## src/rtl/mem_arb_pkg.sv

```systemverilog
// Shared definitions for the memory bus arbiter: FSM state encoding,
// owner identifiers and the beat-index width helper.
package mem_arb_pkg;

  typedef enum logic [1:0] {
    IDLE    = 2'd0,
    BURST_I = 2'd1,
    BURST_D = 2'd2,
    DONE    = 2'd3
  } arb_state_t;

  localparam logic OWN_I = 1'b0;
  localparam logic OWN_D = 1'b1;

  // Number of bits needed to index 'value' words (value is a power of two).
  function automatic int clog2(input int value);
    int r;
    r = 0;
    while ((1 << r) < value) r = r + 1;
    return r;
  endfunction

endpackage

```

## src/rtl/mem_arb_beat_ctr.sv

```systemverilog
// Beat counter and burst address generator. The counter wraps to zero
// after the last beat, so a fresh burst always starts from beat 0.
module mem_arb_beat_ctr
  import mem_arb_pkg::*;
#(
  parameter int ADDR_W     = 32,
  parameter int LINE_WORDS = 4,
  localparam int BEAT_W    = clog2(LINE_WORDS)
) (
  input  logic              clk,
  input  logic              rst,
  input  logic              clear,
  input  logic              advance,
  input  logic [ADDR_W-1:0] base,
  output logic [BEAT_W-1:0] beat,
  output logic [ADDR_W-1:0] addr,
  output logic              last
);

  localparam logic [BEAT_W-1:0] LAST_BEAT = BEAT_W'(LINE_WORDS - 1);

  logic [BEAT_W-1:0] beat_reg;

  // Beat index: cleared while idle, stepped on each accepted beat.
  always_ff @(posedge clk or negedge rst) begin
    if (!rst) begin
      beat_reg <= '0;
    end else if (clear) begin
      beat_reg <= '0;
    end else if (advance) begin
      beat_reg <= beat_reg + BEAT_W'(1);
    end
  end

  assign beat = beat_reg;
  // Word-aligned byte address; wraps naturally modulo 2^ADDR_W.
  assign addr = base + ADDR_W'({beat_reg, 2'b00});
  assign last = (beat_reg == LAST_BEAT);

endmodule

```

## src/rtl/mem_bus_arbiter.sv

```systemverilog
// Arbitrates the single-port main memory between the I-cache refill path
// and the D-cache refill/write-back path, one line burst per grant.
// Optional build macro ARB_RR_EN: round-robin on simultaneous requests;
// when undefined, the D-cache has fixed priority over the I-cache.
module mem_bus_arbiter
  import mem_arb_pkg::*;
#(
  parameter int ADDR_W     = 32,
  parameter int DATA_W     = 32,
  parameter int LINE_WORDS = 4,
  localparam int BEAT_W    = clog2(LINE_WORDS)
) (
  input  logic              clk,
  input  logic              rst,
  input  logic              i_req,
  input  logic [ADDR_W-1:0] i_addr,
  output logic [DATA_W-1:0] i_rdata,
  output logic              i_rvalid,
  output logic              i_done,
  input  logic              d_req,
  input  logic              d_we,
  input  logic [ADDR_W-1:0] d_addr,
  input  logic [DATA_W-1:0] d_wdata,
  output logic [BEAT_W-1:0] d_widx,
  output logic [DATA_W-1:0] d_rdata,
  output logic              d_rvalid,
  output logic              d_done,
  output logic              mem_ce,
  output logic              mem_we,
  output logic [ADDR_W-1:0] mem_addr,
  output logic [DATA_W-1:0] mem_wdata,
  input  logic [DATA_W-1:0] mem_rdata,
  input  logic              mem_ready
);

  // Byte-offset bits inside one line are dropped from the request address.
  localparam int OFF_W = BEAT_W + 2;
  localparam logic [ADDR_W-1:0] LOW_MASK = ADDR_W'((64'd1 << OFF_W) - 64'd1);

  arb_state_t        state_reg, state_next;
  logic              owner_reg;
  logic              we_reg;
  logic [ADDR_W-1:0] base_reg;
  logic              grant_owner;
  logic              load;
  logic              ctr_clear;
  logic              ctr_advance;
  logic [BEAT_W-1:0] ctr_beat;
  logic [ADDR_W-1:0] ctr_addr;
  logic              ctr_last;
  logic              in_burst;
  logic              beat_done;
  logic [DATA_W-1:0] i_rdata_reg, d_rdata_reg;
  logic              i_rvalid_reg, d_rvalid_reg;

`ifdef ARB_RR_EN
  logic last_grant_reg;

  // Round-robin choice: on a tie, grant the side not granted last.
  always_comb begin
    grant_owner = d_req ? OWN_D : OWN_I;
    if (i_req && d_req) begin
      grant_owner = (last_grant_reg == OWN_D) ? OWN_I : OWN_D;
    end
  end

  // Last-granted pointer, updated on every grant; starts at D so I wins the first tie.
  always_ff @(posedge clk or negedge rst) begin
    if (!rst) begin
      last_grant_reg <= OWN_D;
    end else if (load) begin
      last_grant_reg <= grant_owner;
    end
  end
`else
  // Fixed priority: D-cache wins whenever it requests.
  always_comb begin
    grant_owner = d_req ? OWN_D : OWN_I;
  end
`endif

  // State register.
  always_ff @(posedge clk or negedge rst) begin
    if (!rst) begin
      state_reg <= IDLE;
    end else begin
      state_reg <= state_next;
    end
  end

  // Next-state logic and counter control; arbitration happens only in IDLE.
  always_comb begin
    state_next  = state_reg;
    load        = 1'b0;
    ctr_clear   = 1'b0;
    ctr_advance = 1'b0;
    case (state_reg)
      IDLE: begin
        ctr_clear = 1'b1;
        if (i_req || d_req) begin
          load       = 1'b1;
          state_next = (grant_owner == OWN_D) ? BURST_D : BURST_I;
        end
      end
      BURST_I, BURST_D: begin
        if (mem_ready) begin
          ctr_advance = 1'b1;
          if (ctr_last) state_next = DONE;
        end
      end
      DONE: state_next = IDLE;
      default: state_next = IDLE;
    endcase
  end

  // Transaction context captured at grant time and held for the whole burst.
  always_ff @(posedge clk or negedge rst) begin
    if (!rst) begin
      owner_reg <= OWN_I;
      we_reg    <= 1'b0;
      base_reg  <= '0;
    end else if (load) begin
      owner_reg <= grant_owner;
      we_reg    <= (grant_owner == OWN_D) && d_we;
      base_reg  <= ((grant_owner == OWN_D) ? d_addr : i_addr) & ~LOW_MASK;
    end
  end

  mem_arb_beat_ctr #(
    .ADDR_W    (ADDR_W),
    .LINE_WORDS(LINE_WORDS)
  ) u_beat_ctr (
    .clk    (clk),
    .rst    (rst),
    .clear  (ctr_clear),
    .advance(ctr_advance),
    .base   (base_reg),
    .beat   (ctr_beat),
    .addr   (ctr_addr),
    .last   (ctr_last)
  );

  assign in_burst  = (state_reg == BURST_I) || (state_reg == BURST_D);
  assign beat_done = in_burst && mem_ready;

  // Read data return path: capture the beat and pulse the owner's rvalid next cycle.
  always_ff @(posedge clk or negedge rst) begin
    if (!rst) begin
      i_rdata_reg  <= '0;
      d_rdata_reg  <= '0;
      i_rvalid_reg <= 1'b0;
      d_rvalid_reg <= 1'b0;
    end else begin
      i_rvalid_reg <= beat_done && (state_reg == BURST_I);
      d_rvalid_reg <= beat_done && (state_reg == BURST_D) && !we_reg;
      if (beat_done && (state_reg == BURST_I)) i_rdata_reg <= mem_rdata;
      if (beat_done && (state_reg == BURST_D) && !we_reg) d_rdata_reg <= mem_rdata;
    end
  end

  // Memory-side outputs are gated by the burst states so they read 0 otherwise.
  assign mem_ce    = in_burst;
  assign mem_we    = (state_reg == BURST_D) && we_reg;
  assign mem_addr  = in_burst ? ctr_addr : '0;
  assign mem_wdata = in_burst ? d_wdata : '0;
  assign d_widx    = in_burst ? ctr_beat : '0;

  assign i_rdata  = i_rdata_reg;
  assign i_rvalid = i_rvalid_reg;
  assign d_rdata  = d_rdata_reg;
  assign d_rvalid = d_rvalid_reg;
  assign i_done   = (state_reg == DONE) && (owner_reg == OWN_I);
  assign d_done   = (state_reg == DONE) && (owner_reg == OWN_D);

endmodule

```

## config.mk

```make
export PLATFORM = sky130hd
export DESIGN_NAME = mem_bus_arbiter
export DESIGN_NICKNAME = d
export VERILOG_FILES = /design/src/rtl/mem_arb_pkg.sv /design/src/rtl/mem_arb_beat_ctr.sv /design/src/rtl/mem_bus_arbiter.sv
export SDC_FILE = /design/constraint.sdc
export NUM_CORES = 1
export LEC_CHECK = 0
export BUFFER_PORTS_ARGS = -buffer_cell sky130_fd_sc_hd__clkbuf_2
export CORE_MARGIN = 2
export CORE_UTILIZATION = 25
export DETAILED_ROUTE_END_ITERATION = 8
export SETUP_SLACK_MARGIN = 0.2
export SYNTH_ARGS = -nofsm -noshare
export SYNTH_HDL_FRONTEND = slang
export SYNTH_SLANG_ARGS = --single-unit
```

## constraint.sdc

```tcl
create_clock -name clk -period 1.45 [get_ports clk]
set_input_delay 0.0725 -clock clk [delete_from_list [all_inputs] [get_ports clk]]
set_output_delay 0.0725 -clock clk [all_outputs]
set_load 0.005 [all_outputs]
```

==> results.cfg, run 1 <==
[layout]
ff_latch_area_sq_um = 2502
final_nets = 864
nFillCells = 1694
multiInputGateArea_sq_um = 2207
layout-drive-gt1-share = 0.6214
finalNonFillerCells = 958
stdcell_area_sq_um = 8024
n_antenna_cell = 0
syn2layout_area_growth_pct = 75.80

[power_and_ir_drop]
p_comb_frac = 0.564
p_clk_frac = 0.141
p_leak_nw = 4.153
ir_drop_mv = 1.659
powerDensity_nw_per_um2 = 2125
swShare = 0.3438
seqPwrFrac = 0.295
power_switching_mw = 5.860
total_power_mw = 17.05
internal_power_mw = 11.19

[drt]
dr.pass1.iters = 4
vias = 4097
drt_iter0_markers = 70
post_drt_via_cell_ratio = 4.277
routedWlPerCell_microns = 15.26
ant_nets = 0
wl_mm = 14.62
drc_errors = 0

[global_route]
top_usage_layer = met2
gr-total-overflow = 0
use_met2 = 0.2313
use_met3 = 0.04869
grt_max_degree = 57
met1_usage = 0.1581
grt_usage = 0.1338
grt_pass1_vias = 4137
antenna_found_initial = 0
grt_pass1_wl_mm = 20.75

[placement]
gp_congestion = 0.7097
placed_cell_area_sq_um = 6192
hpwl_mm = 9.045
portBuffers = 259
dpl.cell_count = 848

[logic_synthesis]
ys.warnings.count = 0
muxShareOfSynthArea = 0.2242
synthTopCellsByArea = dfrtp_1 55%, mux2_2 16%, and2_1 8.8%
synth_fa_ha_area_frac = 0.01371
synth_top_family_by_area = multiplexers
synth_xor_area_frac = 0.001919
yosys.area.top_type_share = 0.5482
synth_compound_area_frac = 0.03783
synth_cell_types = 25
postSynthCellCount = 374
synth_seq_cells = 100
avgSynthCellArea_sq_um = 12.20
synthSimpleGateAreaFrac = 0.1302
yosysSeqAreaShare = 0.5482
synth_top_area_cell = dfrtp_1
synth_area_sq_um = 4564

[worst_hold_path]
worstHoldStart = d_addr[19]
whs_endpoint = base_reg[19]$_DFFE_PN0P_
min_delay_path_depth = 3
hold_class = input port to register

[critical_path]
r2r_setup_slack_ps = -260
endpoint_kind = register
start_kind = register
path_max_fanout = 6
r2r_cells = 7
critPathArrivalTime_ps = 1930
path_class = register to register
reg2reg_to = d_rdata[14]$_DFFE_PN0P_
rr_startpoint = state_reg[1]$_DFFE_PN0P_
required_ps = 1680

[die]
initial_core_util = 0.2541
die_w_microns = 139.1
io_pins = 270
die_h_microns = 139.1
rows = 49
dieArea_sq_um = 19350
core_sq_um = 17960

[clock_tree]
root_buffer = clkbuf_16
cts_max_level = 3
cts.sink_count = 100
insertion_delay_ps = 350
path_clk_slew_ps = 70
cts_tree = done
clk_path_buf_depth = 2
cts_buffers = 9

[timing]
final_max_slew_viol_count = 0
rsz0062_at_grt = true
period_minus_slack_ps = 1706
fin_crit_sh = 1.176
timing_hold_violations_final = 1
skew_ps = 6.619
max_freq_mhz = 586.3
fin_ws_ps = -255.6
holdWs_ps = -2.649
finalSetupViolCount = 135

[status]
status = finished with violations
violations = negative hold slack, negative setup slack

[run]
drv_cap = 0
## layout by cell type (no fill, tap or decap), types with 2 or more instances in the layout
cell and count:
and2_1 48, and2_4 16, buf_12 12, buf_2 3, buf_4 10, buf_6 21, buf_8 2, clkbuf_16 18
clkbuf_2 243, clkinv_2 2, conb_1 2, dfrtp_1 100, dlygate4sd3_1 64, ha_1 2, ha_4 2, inv_1 3
inv_2 2, mux2_2 62, mux2_4 4, mux2i_1 28, nand2_1 10, nand2_2 11, nand2_4 15, nor2_1 2
o21ai_1 10, o21ai_2 18, o21ai_4 2
## worst max-delay path by stage
stage,slack (ps),end,cells after the start,startpoint
after floorplan,-10,d_rdata[19]$_DFFE_PN0P_,5,state_reg[0]$_DFFE_PN0P_
after global placement,-60,u_beat_ctr.beat[0]$_DFFE_PN0P_,6,state_reg[0]$_DFFE_PN0P_
after detailed placement,-90,d_rdata[23]$_DFFE_PN0P_,5,state_reg[0]$_DFFE_PN0P_
after CTS,-240,mem_wdata[26],5,state_reg[1]$_DFFE_PN0P_
after global routing,-310,d_rdata[14]$_DFFE_PN0P_,7,state_reg[1]$_DFFE_PN0P_
final,-260,d_rdata[14]$_DFFE_PN0P_,7,state_reg[1]$_DFFE_PN0P_
## Yosys cell counts
| library cell | instances |
|---|---|
| dfrtp_1 | 100 |
| and2_1 | 64 |
| mux2_2 | 64 |
| nand2_1 | 36 |
| mux2i_1 | 28 |
| o21ai_0 | 27 |
| buf_2 | 10 |
| clkbuf_1 | 8 |
| buf_6 | 6 |
| ha_1 | 5 |
| inv_1 | 5 |
| buf_4 | 4 |
| o21ai_1 | 3 |
| mux2_1 | 2 |
| nor2_1 | 2 |
| a21oi_1 | 1 |
| a22oi_1 | 1 |
| a32o_1 | 1 |
| conb_1 | 1 |
| nand2b_1 | 1 |
| nand3_1 | 1 |
| nand3_2 | 1 |
| nand4b_4 | 1 |
| nor2b_1 | 1 |
| xor2_1 | 1 |
## routing by layer
metal  vias up  wire [microns]  share of wire
li1       1955               -              -
met1      1955            6004           0.41
met2       171            7331           0.50
met3        16            1059          0.072
met4         0             225          0.015
met5         -               0              0
## final cells by class
cell class | count | share of cell area
Tap cell | 229 | 0.03571
Timing Repair Buffer | 366 | 0.3388
Multi-Input combinational cell | 243 | 0.2751
Inverter | 5 | 0.002339
Sequential cell | 100 | 0.3119
Clock inverter | 6 | 0.008109
Clock buffer | 9 | 0.02807
## cell families after synthesis
kind of cell,count (synthesis)
simple gates,107
flops,100
mux,94
compound gates,33
buf+inv,33
fa+ha+maj,5
other cells,1
xor+xnor,1
## through the flow
stage	worst slack [ps]	utilization	setup TNS (ps)
floorplan	-11.81	-	-23.63
CTS	-243.5	0.4041	-26250
global placement	-62.69	0.3447	-2065
finish	-255.6	0.4467	-23990
detailed placement	-91.12	0.3447	-4294
global route	-314.7	0.4467	-33720
## worst max-delay path: stages (launching register included)
cell and delay, ps:
dfrtp_1 370, inv_2 60, ha_4 330, buf_6 130, nand4b_4 100, buf_12 160, clkbuf_16 160, mux2_2 270
## power by group through the flow
| stage | registers, mW | clock network (mW) | logic [mW] |
|---|---|---|---|
| floorplan | 4.88 | 0 | 3.75 |
| global placement | 4.88 | 0 | 6.61 |
| CTS | 4.88 | 2.50 | 7.45 |
| detailed placement | 4.91 | 0 | 6.69 |
| global route | 5.20 | 2.59 | 10.5 |
| finish | 5.03 | 2.40 | 9.62 |
## timing repair
action                                  in CTS  in global routing
hold buffers                                67                  0
gates cloned                                 1                 16
resized for setup                           17                107
endpoints found under the hold margin      183                  0
pin swaps                                    2                 31
setup buffers                                3                 10
endpoints found under the setup margin     164                166
(Power assumes the default switching activity.)
==> run 2, diff against run 1 <==
==> constraint.sdc (replaced) <==
create_clock -name clk -period 1.45 [get_ports clk]
set_input_delay 0.0725 -clock clk [delete_from_list [all_inputs] [get_ports clk]]
set_output_delay 0.0725 -clock clk [all_outputs]
set_load 0.02 [all_outputs]
==> run 2 against run 1 <==
The run ends with negative setup slack left; cell area is 5.4% higher; routed wire length rose by 3.1%; sequential share of layout area shrank 1.6 points; maximum frequency down 1.7%; worst hold slack gained 11 ps; cell count is 0.63% lower; sequential power about the same; power is 29% higher; register-to-register slack got worse by 30 ps; critical path type is now register to output port.
==> results.cfg, run 2 (synthesized netlist as in run 1, its figures left out) <==
[status]
status = finished with violations
violations = negative setup slack

[power_and_ir_drop]
p_leak_nw = 4.291
p_clk_frac = 0.109
ir_drop_mv = 1.389
seqPwrFrac = 0.229
power_switching_mw = 8.699
total_power_mw = 22.04
swShare = 0.3948
p_comb_frac = 0.662
internal_power_mw = 13.34
powerDensity_nw_per_um2 = 2605

[timing]
worst_slew_pin_slew_ps = 546.0
timing_hold_violations_final = 0
final_max_slew_viol_count = 0
holdWs_ps = 8.755
max_freq_mhz = 576.5
skew_ps = 6.596
slew_headroom = 0.6360
rsz0062_at_grt = true
fin_tns_setup_ps = -31110
fin_crit_sh = 1.196
period_minus_slack_ps = 1734
finalSetupViolCount = 136
fin_ws_ps = -284.5

[drt]
ant_nets = 0
post_drt_via_cell_ratio = 4.312
dr.pass1.iters = 4
wl_mm = 15.08
drc_errors = 0
routedWlPerCell_microns = 15.84
vias = 4105
drt_iter0_markers = 131

[die]
die_w_microns = 139.1
io_pins = 270
core_sq_um = 17960
die_h_microns = 139.1
dieArea_sq_um = 19350
initial_core_util = 0.2541
rows = 49

[layout]
n_antenna_cell = 0
ff_latch_area_sq_um = 2502
syn2layout_area_growth_pct = 85.36
finalNonFillerCells = 952
final_cell_mix = 190 x clkbuf_2, 100 x dfrtp_1, 61 x mux2_2
multiInputGateArea_sq_um = 2305
fin_util = 0.4710
layout-drive-gt1-share = 0.7040
final_common_cell = clkbuf_2
final_nets = 859
nFillCells = 1619
stdcell_area_sq_um = 8461

[critical_path]
critical_path.slowest_cell = dfrtp_1
critPathTopFamily = buffers and inverters
critPathArrivalTime_ps = 1660
r2r_cells = 7
crit_buf_inv = 4
rr_startpoint = state_reg[1]$_DFFE_PN0P_
cpMostUsedCell = buf_12
critPathCapture = mem_wdata[4]
start_kind = register
path_max_fanout = 11
cp_num_cells = 6
required_ps = 1380
endpoint_kind = output port
path_class = register to output port
slowest_delay_ps = 400
r2r_setup_slack_ps = -280
startpoint = state_reg[1]$_DFFE_PN0P_
worstPathCellList = inv_2, ha_4, buf_12, buf_12, and2_2, buf_6
reg2reg_to = d_rdata[9]$_DFFE_PN0P_

[clock_tree]
cts_max_level = 3
insertion_delay_ps = 350
cts.sink_count = 100
root_buffer = clkbuf_16
path_clk_slew_ps = 70
clk_path_buf_depth = 2
cts_tree = done
cts_buffers = 9

[placement]
placed_cell_area_sq_um = 6326
dpl.cell_count = 856
portBuffers = 259
hpwl_mm = 9.056
gp_congestion = 0.7505
dp_slack_ps = -133.6

[global_route]
antenna_found_initial = 0
grt_usage = 0.1373
gr-total-overflow = 0
grt_pass1_vias = 4080
grt_max_degree = 60
grt_pass1_wl_mm = 21.25

[run]
drv_cap = 0

[worst_hold_path]
hold_class = input port to register
## run 2: cell count changes in the layout (fill, tap and decap cells not counted), moves of 9 or more
cell           previous run  this run
clkbuf_8                  0        22
and2_2                    0        20
clkbuf_2                243       190
buf_8                     2        16
buf_6                    21        49
dlygate4sd3_1            64        48
and2_1                   48         0
and2_4                   16        44
buf_4                    10        19
## run 2: final cells by class
cell class                      count  share of cell area
Timing Repair Buffer              361              0.3619
Sequential cell                   100              0.2958
Multi-Input combinational cell    243              0.2724
Tap cell                          229             0.03387
Clock buffer                        9             0.02662
Clock inverter                      5            0.007246
Inverter                            5            0.002218
## run 2: worst min-delay path by stage
| stage | endpoint | depth (start not counted) | from | slack [ps] |
|---|---|---|---|---|
| detailed placement | base_reg[19]$_DFFE_PN0P_ | 2 | rst | 80 |
| global placement | base_reg[17]$_DFFE_PN0P_ | 2 | rst | 80 |
| floorplan | base_reg[10]$_DFFE_PN0P_ | 0 | rst | -220 |
| finish | base_reg[25]$_DFFE_PN0P_ | 3 | d_addr[25] | 9 |
| global route | base_reg[17]$_DFFE_PN0P_ | 3 | d_addr[17] | 3 |
| CTS | base_reg[21]$_DFFE_PN0P_ | 3 | i_addr[21] | 0.04 |
## run 2: worst reg2reg max path, delay by kind of cell (launching register included)
kind | cells | cell delay [ps]
buffers and inverters | 4 | 550
adder cells (fa/ha/maj) | 1 | 160
AND/OR/NAND/NOR | 1 | 160
flip-flops | 1 | 400
multiplexers | 1 | 360
## run 2: what timing repair did
action | in CTS | in global routing
hold endpoints to repair | 175 | 0
gates cloned | 3 | 12
endpoints found under the setup margin | 159 | 163
resized for setup | 109 | 189
pin swaps | 5 | 37
buffers inserted | 11 | 8
hold buffers | 48 | 0
## run 2: power groups by stage
stage / Clock, mW / Combinational (mW) / Sequential [mW]
global placement: 0 / 9.40 / 4.90
floorplan: 0 / 5.64 / 5.95
finish: 2.41 / 14.6 / 5.05
global route: 2.63 / 15.3 / 5.21
detailed placement: 0 / 9.48 / 4.93
CTS: 2.50 / 11.8 / 4.90
## run 2: layer usage
layer | track usage | vias up | wire length [microns]
met5 | 0 | - | 0
met2 | 0.2409 | 145 | 7857
met3 | 0.04558 | 17 | 875
li1 | - | 1935 | -
met1 | 0.1602 | 2008 | 6137
met4 | 0.03934 | 0 | 206
==> run 3, diff against run 2 <==
Settings changed: HOLD_SLACK_MARGIN set to 0.03.
==> run 3 against run 2 <==
The run still ends with negative setup slack left; routed wire length rose by 7.6%; non-clock buffer count rose by 36; first-iteration DRC count rose by 0.76%; cell count rose by 3.8%; clock skew barely moved; register-to-register slack barely moved; combinational power rose by 4%; sequential share of layout area fell by 1.3 points; flip-flop and latch count did not move; clock-buffer cell count did not move; critical path depth rose by 1.
==> results.cfg, run 3 (synthesized netlist as in run 1, its figures left out) <==
[clock_tree]
cts.sink_count = 100
cts_tree = done
path_clk_slew_ps = 70
cts_buffers = 9
insertion_delay_ps = 350
root_buffer = clkbuf_16
clk_path_buf_depth = 2
cts_max_level = 3

[layout]
syn2layout_area_growth_pct = 94.19
layout-drive-gt1-share = 0.6733
n_antenna_cell = 0
final_common_cell = clkbuf_2
final_nets = 895
final_cell_mix = 190 x clkbuf_2, 100 x dfrtp_1, 82 x dlygate4sd3_1
finalNonFillerCells = 988
nFillCells = 1557
stdcell_area_sq_um = 8864

[drt]
wl_mm = 16.23
dr.pass1.iters = 4
post_drt_via_cell_ratio = 4.361
vias = 4309
ant_nets = 0
drt_iter0_markers = 132
routedWlPerCell_microns = 16.43
drc_errors = 0

[power_and_ir_drop]
ir_drop_mv = 1.388
powerDensity_nw_per_um2 = 2555
p_leak_nw = 4.463

[critical_path]
rr_startpoint = state_reg[1]$_DFFE_PN0P_
endpoint_kind = register
start_kind = register
reg2reg_to = d_rdata[9]$_DFFE_PN0P_
startpoint = state_reg[1]$_DFFE_PN0P_
r2r_cells = 7
required_ps = 1680
critPathArrivalTime_ps = 1960
r2r_setup_slack_ps = -280
path_max_fanout = 17
path_class = register to register

[timing]
fin_crit_sh = 1.196
finalSetupViolCount = 136
period_minus_slack_ps = 1734
max_freq_mhz = 576.6
worst_slew_pin_slew_ps = 542.8
rsz0062_at_grt = true
slew_headroom = 0.6382
skew_ps = 6.959
fin_ws_ps = -284.3
timing_hold_violations_final = 0
final_max_slew_viol_count = 0
holdWs_ps = 27.82

[die]
die_h_microns = 139.1
rows = 49
die_w_microns = 139.1
initial_core_util = 0.2541
io_pins = 270
core_sq_um = 17960
dieArea_sq_um = 19350

[global_route]
antenna_found_initial = 0
grt_max_degree = 60
grt_usage = 0.1476
grt_pass1_wl_mm = 22.69
grt_pass1_vias = 4397
gr-total-overflow = 0

[worst_hold_path]
worstHoldStart = i_addr[5]
hold_class = input port to register
min_delay_path_depth = 3
whs_endpoint = base_reg[5]$_DFFE_PN0P_

[placement]
gp_congestion = 0.7505
hpwl_mm = 9.056
portBuffers = 259
dpl.cell_count = 856
placed_cell_area_sq_um = 6326

[status]
violations = negative setup slack
status = finished with violations

[run]
drv_cap = 0
[run 3: how the worst max path moves through the flow]
| stage | endpoint | slack [ps] | cells after the start |
|---|---|---|---|
| 3_3_place_gp | state_reg[1]$_DFFE_PN0P_ | -150 | 5 |
| 5_1_grt | mem_wdata[14] | -320 | 6 |
| 4_1_cts | mem_wdata[27] | -300 | 6 |
| 2_1_floorplan | d_rdata[19]$_DFFE_PN0P_ | -50 | 5 |
| 6_report | d_rdata[9]$_DFFE_PN0P_ | -280 | 7 |
| 3_5_place_dp | state_reg[1]$_DFFE_PN0P_ | -130 | 5 |
[run 3: critical path, stage by stage (launching register included)]
cell	delay, ps
dfrtp_1	400
buf_4	140
buf_6	110
buf_6	120
ha_4	160
nand4b_4	160
buf_12	180
mux2_2	350
[run 3: routing by layer]
layer	wire (microns)	up-vias	track usage
li1	-	2013	-
met2	8546	170	0.2655
met1	6263	2092	0.1626
met5	0	-	0
met4	438	0	0.05369
met3	980	34	0.04834
[run 3: area by class of cell]
class	count	area [sq um]	share of cell area
Timing Repair Buffer	397	3457	0.3900
Sequential cell	100	2502	0.2823
Multi-Input combinational cell	243	2312	0.2609
Tap cell	229	286.5	0.03233
Clock buffer	9	225.2	0.02541
Clock inverter	5	61.31	0.006917
Inverter	5	18.77	0.002117
[run 3: repair_timing]
action                                  CTS  global route
gates cloned                              3            13
buffers inserted                         11             9
pin swaps                                 5            48
hold buffers                             85             0
endpoints found under the hold margin   192             0
endpoints found under the setup margin  159           164
gates resized for setup                 109           217
[run 3: through the flow]
stage | power [mW] | setup slack (ps) | TNS, ps | utilization
after global routing | 23.82 | -322.3 | -36900 | 0.4934
after floorplan | 11.59 | -52.87 | -1629 | -
after global placement | 14.29 | -152.6 | -7183 | 0.3522
after detailed placement | 14.42 | -133.6 | -8675 | 0.3522
after CTS | 19.25 | -300.6 | -30180 | 0.4496
final | 22.65 | -284.3 | -30350 | 0.4934
[run 3: report_power, final]
| group | internal (mW) | switching, mW | leakage, nW |
|---|---|---|---|
| Clock | 1.33 | 1.07 | 0.142 |
| Combinational | 8.26 | 6.93 | 3.10 |
| Sequential | 4.18 | 0.868 | 1.22 |
